File: src/rtl/tone_sel_if.sv
// tone_sel_if: button/enable inputs and tone-select outputs of the direction
// tone sequencing controller. The master side drives buttons and enable; the
// slave side (tone_sel_ctrl) returns the mux select, busy flag and start pulse.
interface tone_sel_if;
  logic [3:0] btn;
  logic       enable;
  logic [2:0] sel;
  logic       busy;
  logic       tone_start;

  modport master (output btn, enable, input sel, busy, tone_start);
  modport slave  (input btn, enable, output sel, busy, tone_start);
endinterface

File: src/rtl/tone_sel_ctrl.sv
// tone_sel_ctrl: synchronizes and debounces four direction buttons, arbitrates
// among them and drives the tone mux select with a minimum on-time and a
// silent gap after every tone.
// Optional feature macro TONE_RR_EN: round-robin arbitration with time-sharing
// preemption; when undefined, fixed priority up > right > down > left.
module tone_sel_ctrl #(
  parameter int DEB_CYCLES = 16,
  parameter int MIN_ON     = 1000,
  parameter int GAP        = 100
) (
  input logic       clk,
  input logic       rst_n,
  tone_sel_if.slave bus
);

  localparam int DCW  = $clog2(DEB_CYCLES + 1);
  localparam int TMAX = (MIN_ON > GAP) ? MIN_ON : GAP;
  localparam int TW   = $clog2(TMAX + 1);

  localparam logic [DCW-1:0] DEB_LAST = DCW'(DEB_CYCLES - 1);
  localparam logic [TW-1:0]  ON_LD    = TW'(MIN_ON - 1);
  localparam logic [TW-1:0]  GAP_LD   = TW'((GAP > 0) ? (GAP - 1) : 0);

  localparam logic [1:0] S_IDLE = 2'd0;
  localparam logic [1:0] S_PLAY = 2'd1;
  localparam logic [1:0] S_GAP  = 2'd2;

  logic [3:0]     sync_p0;
  logic [3:0]     sync_p1;
  logic [DCW-1:0] deb_cnt [4];
  logic [3:0]     deb;

  logic [1:0]     state;
  logic [1:0]     state_nx;
  logic [TW-1:0]  timer;
  logic [TW-1:0]  timer_nx;
  logic [1:0]     grant;
  logic [1:0]     grant_nx;
  logic           start_nx;
  logic [1:0]     pick;
  logic           preempt;

  // Fixed priority: highest set bit wins (up is bit 3).
  function automatic logic [1:0] prio_pick(input logic [3:0] req);
    if (req[3])      return 2'd3;
    else if (req[2]) return 2'd2;
    else if (req[1]) return 2'd1;
    else             return 2'd0;
  endfunction

`ifdef TONE_RR_EN
  logic [1:0] ptr;

  // Cyclic order up->right->down->left is descending index; the direction
  // right after the last grant gets the highest precedence, the last grant
  // itself the lowest.
  function automatic logic [1:0] rr_pick(input logic [3:0] req, input logic [1:0] last);
    logic [1:0] idx;
    logic [1:0] sel_idx;
    sel_idx = last;
    for (int k = 4; k >= 1; k--) begin
      idx = last - 2'(k);
      if (req[idx]) sel_idx = idx;
    end
    return sel_idx;
  endfunction

  // Any pending direction other than the current one shares the tone.
  function automatic logic other_pending(input logic [3:0] req, input logic [1:0] g);
    logic [3:0] mask;
    mask = ~(4'b0001 << g);
    return |(req & mask);
  endfunction

  assign pick    = rr_pick(deb, ptr);
  assign preempt = other_pending(deb, grant);

  // Remember the last granted direction; kept across enable drops.
  always_ff @(posedge clk or negedge rst_n) begin
    if (!rst_n)        ptr <= 2'd0;
    else if (start_nx) ptr <= grant_nx;
  end
`else
  // Only a strictly higher-priority direction may cut the tone short.
  function automatic logic higher_pending(input logic [3:0] req, input logic [1:0] g);
    logic [3:0] mask;
    mask = 4'b1110 << g;
    return |(req & mask);
  endfunction

  assign pick    = prio_pick(deb);
  assign preempt = higher_pending(deb, grant);
`endif

  // Stage 0/1: two-flop synchronizer for the asynchronous buttons.
  always_ff @(posedge clk or negedge rst_n) begin
    if (!rst_n) begin
      sync_p0 <= '0;
      sync_p1 <= '0;
    end else begin
      sync_p0 <= bus.btn;
      sync_p1 <= sync_p0;
    end
  end

  // Debounce: accept a change only after DEB_CYCLES consecutive mismatches.
  always_ff @(posedge clk or negedge rst_n) begin
    if (!rst_n) begin
      deb <= '0;
      for (int i = 0; i < 4; i++) deb_cnt[i] <= '0;
    end else begin
      for (int i = 0; i < 4; i++) begin
        if (sync_p1[i] == deb[i]) begin
          deb_cnt[i] <= '0;
        end else if (deb_cnt[i] == DEB_LAST) begin
          deb[i]     <= sync_p1[i];
          deb_cnt[i] <= '0;
        end else begin
          deb_cnt[i] <= deb_cnt[i] + DCW'(1);
        end
      end
    end
  end

  // Sequencer next state: IDLE arbitrates, PLAY holds for the minimum time,
  // GAP enforces silence; enable low aborts everything back to IDLE.
  always_comb begin
    state_nx = state;
    timer_nx = timer;
    grant_nx = grant;
    start_nx = 1'b0;
    if (!bus.enable) begin
      state_nx = S_IDLE;
      timer_nx = '0;
    end else begin
      case (state)
        S_IDLE: begin
          if (|deb) begin
            state_nx = S_PLAY;
            grant_nx = pick;
            timer_nx = ON_LD;
            start_nx = 1'b1;
          end
        end
        S_PLAY: begin
          if (timer != '0) begin
            timer_nx = timer - TW'(1);
          end else if (!deb[grant] || preempt) begin
            if (GAP > 0) begin
              state_nx = S_GAP;
              timer_nx = GAP_LD;
            end else begin
              state_nx = S_IDLE;
            end
          end
        end
        S_GAP: begin
          if (timer != '0) timer_nx = timer - TW'(1);
          else             state_nx = S_IDLE;
        end
        default: begin
          state_nx = S_IDLE;
          timer_nx = '0;
        end
      endcase
    end
  end

  // Stage 2: sequencer state plus registered select, busy and start pulse.
  always_ff @(posedge clk or negedge rst_n) begin
    if (!rst_n) begin
      state          <= S_IDLE;
      timer          <= '0;
      grant          <= 2'd0;
      bus.sel        <= 3'b000;
      bus.busy       <= 1'b0;
      bus.tone_start <= 1'b0;
    end else begin
      state          <= state_nx;
      timer          <= timer_nx;
      grant          <= grant_nx;
      bus.sel        <= (state_nx == S_PLAY) ? {1'b1, 2'd3 - grant_nx} : 3'b000;
      bus.busy       <= (state_nx != S_IDLE);
      bus.tone_start <= start_nx;
    end
  end

endmodule

File: src/flat_wrapper.sv
// flat-port wrapper written by rule: the top's interface ports become plain ports
module tone_sel_ctrl_flat 
#(
  parameter int DEB_CYCLES = 16,
  parameter int MIN_ON     = 1000,
  parameter int GAP        = 100
)
  (clk, rst_n, bus_btn, bus_enable, bus_sel, bus_busy, bus_tone_start);
  tone_sel_if bus_i ();
  input logic clk;
  input logic rst_n;
  input wire logic [$bits(bus_i.btn)-1:0] bus_btn;
  input wire logic [$bits(bus_i.enable)-1:0] bus_enable;
  output wire logic [$bits(bus_i.sel)-1:0] bus_sel;
  output wire logic [$bits(bus_i.busy)-1:0] bus_busy;
  output wire logic [$bits(bus_i.tone_start)-1:0] bus_tone_start;
  assign bus_i.btn = bus_btn;
  assign bus_i.enable = bus_enable;
  assign bus_sel = bus_i.sel;
  assign bus_busy = bus_i.busy;
  assign bus_tone_start = bus_i.tone_start;
  tone_sel_ctrl #(.DEB_CYCLES(DEB_CYCLES), .MIN_ON(MIN_ON), .GAP(GAP)) u_core (.clk(clk), .rst_n(rst_n), .bus(bus_i));
endmodule
File: config.mk
export PLATFORM = sky130hd
export DESIGN_NAME = tone_sel_ctrl_flat
export DESIGN_NICKNAME = d
export VERILOG_FILES = /design/src/rtl/tone_sel_if.sv /design/src/rtl/tone_sel_ctrl.sv /design/src/flat_wrapper.sv
export SDC_FILE = /design/constraint.sdc
export NUM_CORES = 1
export LEC_CHECK = 0
export ABC_AREA = 1
export CORE_MARGIN = 2
export CORE_UTILIZATION = 44
export CTS_CLUSTER_DIAMETER = 60
export CTS_CLUSTER_SIZE = 12
export DETAILED_ROUTE_END_ITERATION = 12
export PLACE_DENSITY_LB_ADDON = 0.1
export SLEW_MARGIN = 40
export SYNTH_ARGS = -nofsm -noshare
export SYNTH_HDL_FRONTEND = slang
export SYNTH_SLANG_ARGS = --single-unit
File: constraint.sdc
create_clock -name clk -period 1.7 [get_ports clk]
set_input_delay 0.34 -clock clk [delete_from_list [all_inputs] [get_ports clk]]
set_output_delay 0.34 -clock clk [all_outputs]
set_load 0.01 [all_outputs]
==> results.md <==
* Die Width at 77.7 um
* Wire length after detailed routing at 4160 um
* H-tree depth at 2
* Clock-pin slew reported for the worst setup and hold paths after clock tree synthesis at 0.09 ns
* Post-route minimum period at 1.55 ns
* Critical path type: reg2reg
* Number of buffers on the longest clock path at 2
* Synthesized cell area at 2390 um^2
* Final setup fails at 0
* Detail Route Antenna Nets at 0
* Root buf cell: sky130_fd_sc_hd__clkbuf_8
* Total instance count after detailed placement at 367
* Highest achievable clock rate at 644 MHz
* Post-route cell area at 2780 um^2
* Category of the worst setup path launch point: register
* Detailed Place HPWL at 3060 um
* Number of failing hold endpoints at the final stage at 0
* Remaining routing DRC violations at 0
* DR pass1 iterations at 4
* CP required at 1.89 ns
* Average footprint of a synthesized cell at 8.56 um^2
* Number of antenna violations at the first check in global routing at 0
* Core region area at 5170 um^2
* Largest stage delay, worst path at 0.42 ns
* Chip Height at 77.7 um
* Inserted Clock Buffers at 5
* Average vias per placed instance at 4.77
* #FFs+latches synth at 51
* Yosys cell types at 25
* Starting utilization of the core area at 46.2%
* Crit path capture type: register
* Share of Yosys cell area claimed by the top area cell type at 53.4%
* Cell breakdown of the critical path: inv_1, ha_1, nand2_4, nor3_1, o21ai_0, nor2_2, o21ai_2
* Clock tree from TritonCTS: yes
* Outcome: finished, final reports clean
* Total number of vias at 1,803
* Max VDD drop at 0.525 mV
* Tightest Pin Transition at 0.257 ns
* Diodes inserted at 0
* Crit-path slowest cell: sky130_fd_sc_hd__dfrtp_1
* Synthesized net count at 292
* Row count at 26
* Share of layout cells above drive strength 1 at 12.0%
* Congestion Overflow GR at 0
* Clock sink total at 51
* Part of the cycle the worst path needs at 91.4%
* Cell accounting for the most synthesized area: sky130_fd_sc_hd__dfrtp_1
* MaxCap Viol Count at 0
* Weighted congestion at the end of routability-driven global placement at 0.830
* Ranking of synthesized cells by area: sky130_fd_sc_hd__dfrtp_1, sky130_fd_sc_hd__nand2_1, sky130_fd_sc_hd__inv_1
* Critical Path AT at 1.75 ns
* Worst hold path class: in2async
* First-pass GRT wire length at 7560 um
* Tot GR Track Use at 15.8%
* Via count of the first global-routing pass at 1,696
* Placed cell area at 2640 um^2
* Net count, final at 320
* Insertion delay of the later-clocked pin in the worst-skew pair at 0.30 ns
* Detailed-route wire length per cell at 11.0 um
* Total power of the final layout at 2.31 mW
* Pin count of the biggest net entering global routing at 52
* Max-slew violation total from the final report at 0
* Unrepaired setup endpoints after global routing: false
* Violation count after the first detailed-routing iteration at 82
* PwrDens at 832 nW/um^2
* Die ar. at 6030 um^2
* Post-route clock skew at 0.00737 ns
* Syn. warnings at 0
* Number of I/O port buffers at 11
* Relative max-transition margin at 82.7%
* Layout Area Growth over Synthesis at 16.3%
* Lkg Pwr at 1.42 nW
* Maximum fanout along the worst path at 5
* Sequential share of the synthesized area at 53.4%
* IO Pins at 12
* Final cell count without fillers at 378
* Cell count after synthesis at 279
* Hold-fix buffer count after cts at 0
-- final timing paths --
check / from / end / slack (ns) / depth (start not counted)
worst min register to register: u_core.sync_p0[0] / u_core.sync_p1[0] / 0.36 / 0
worst max register to register: u_core.timer[1] / u_core.bus.busy / 0.15 / 7
worst min-delay path: rst_n / u_core.deb_cnt[7] / 0.004 / 2
max in group asynchronous: rst_n / u_core.timer[2] / 1.47 / 2
min in group clk: u_core.sync_p0[0] / u_core.sync_p1[0] / 0.36 / 0
worst max-delay path: u_core.timer[1] / u_core.bus.busy / 0.15 / 7
-- cell usage after synthesis, drive strengths merged --
cell    count
xnor2       5
and3        4
xor2        4
o21ai      19
nand2      67
dfrtp      51
nor3        7
nand4       3
nand3      20
nand3b      1
inv        40
buf         1
nor2       39
a21oi      11
ha          6
o22ai       1
-- flip-flops by register name, summed over array words and instances (netlist names) --
register / count
u_core.timer: 10
u_core.state: 2
u_core.bus.sel: 3
u_core.bus.tone_start: 1
u_core.deb: 4
u_core.bus.busy: 1
u_core.deb_cnt: 20
u_core.grant: 2
u_core.sync_p1: 4
u_core.sync_p0: 4
-- report_power, final --
group          leakage, nW  internal [mW]  switching (mW)  total, mW
registers            0.665           1.27          0.0483       1.32
logic                0.713          0.120           0.179      0.300
clock network       0.0418          0.296           0.398      0.694
total                 1.42           1.69           0.626       2.31
-- worst max-delay path: cells and delay by family (launching register included) --
family,cells,cell delay (ns)
and+or+nand+nor,3,0.53
DFF,1,0.42
AOI/OAI and AO/OA,2,0.22
adders and majority gates,1,0.19
buffers and inverters,1,0.09
-- repair_timing --
item                       4_1_cts  5_1_grt
setup endpoints to repair        0        4
resized for setup                0        4
setup buffers                    0        3
-- placed cells by master (no fill, tap or decap), types with 5 or more instances in the layout --
master	synthesis	routed
sky130_fd_sc_hd__xnor2_1	5	5
sky130_fd_sc_hd__ha_1	6	5
sky130_fd_sc_hd__nand2_1	62	62
sky130_fd_sc_hd__nor3_1	5	5
sky130_fd_sc_hd__buf_4	0	9
sky130_fd_sc_hd__o21ai_1	5	5
sky130_fd_sc_hd__nor2_1	35	33
sky130_fd_sc_hd__inv_1	39	39
sky130_fd_sc_hd__clkbuf_8	0	5
sky130_fd_sc_hd__o21ai_0	13	13
sky130_fd_sc_hd__nor2_2	3	5
sky130_fd_sc_hd__a21oi_1	11	11
sky130_fd_sc_hd__clkdlybuf4s50_1	0	10
sky130_fd_sc_hd__dfrtp_1	51	51
sky130_fd_sc_hd__nand3_1	19	18
-- layer usage --
metal	global-route usage (%)	part of all wire [%]	vias to the layer above
met4	4.82	1.4	0
met5	0	0	-
met2	22.8	42	30
li1	-	-	933
met1	23.2	54	834
met3	4.19	3.0	6
-- through the flow --
stage / hold WS [ns] / util [%] / setup TNS (ns) / setup WS (ns)
5_1_grt: 0.0242 / 53.7 / 0 / 0.0126
2_1_floorplan: 0.0444 / - / 0 / 0.243
6_report: 0.00411 / 53.7 / 0 / 0.147
3_5_place_dp: 0.336 / 51.1 / -0.0197 / -0.0137
3_3_place_gp: 0.333 / 51.1 / -0.0226 / -0.0120
4_1_cts: 0.0114 / 52.8 / 0 / 0.115
-- final cells by class --
| type | instances | area [um^2] |
|---|---|---|
| tap | 70 | 87.6 |
| sequential | 51 | 1280 |
| fill | 483 | 2390 |
| inverter | 40 | 150 |
| clock buffer | 6 | 72.6 |
| timing repair buffer | 22 | 213 |
| multi-input combinational | 187 | 963 |
| clock inverter | 2 | 16.3 |
-- logic make-up after synthesis --
family          count (synthesis)  synth area share [%]
fa+ha+maj                       6                  3.14
xor+xnor                        9                  3.30
compound gates                 31                  6.70
flops                          51                  53.4
simple gates                  141                  26.7
buf+inv                        41                  6.76
(Power assumes the default switching activity.)
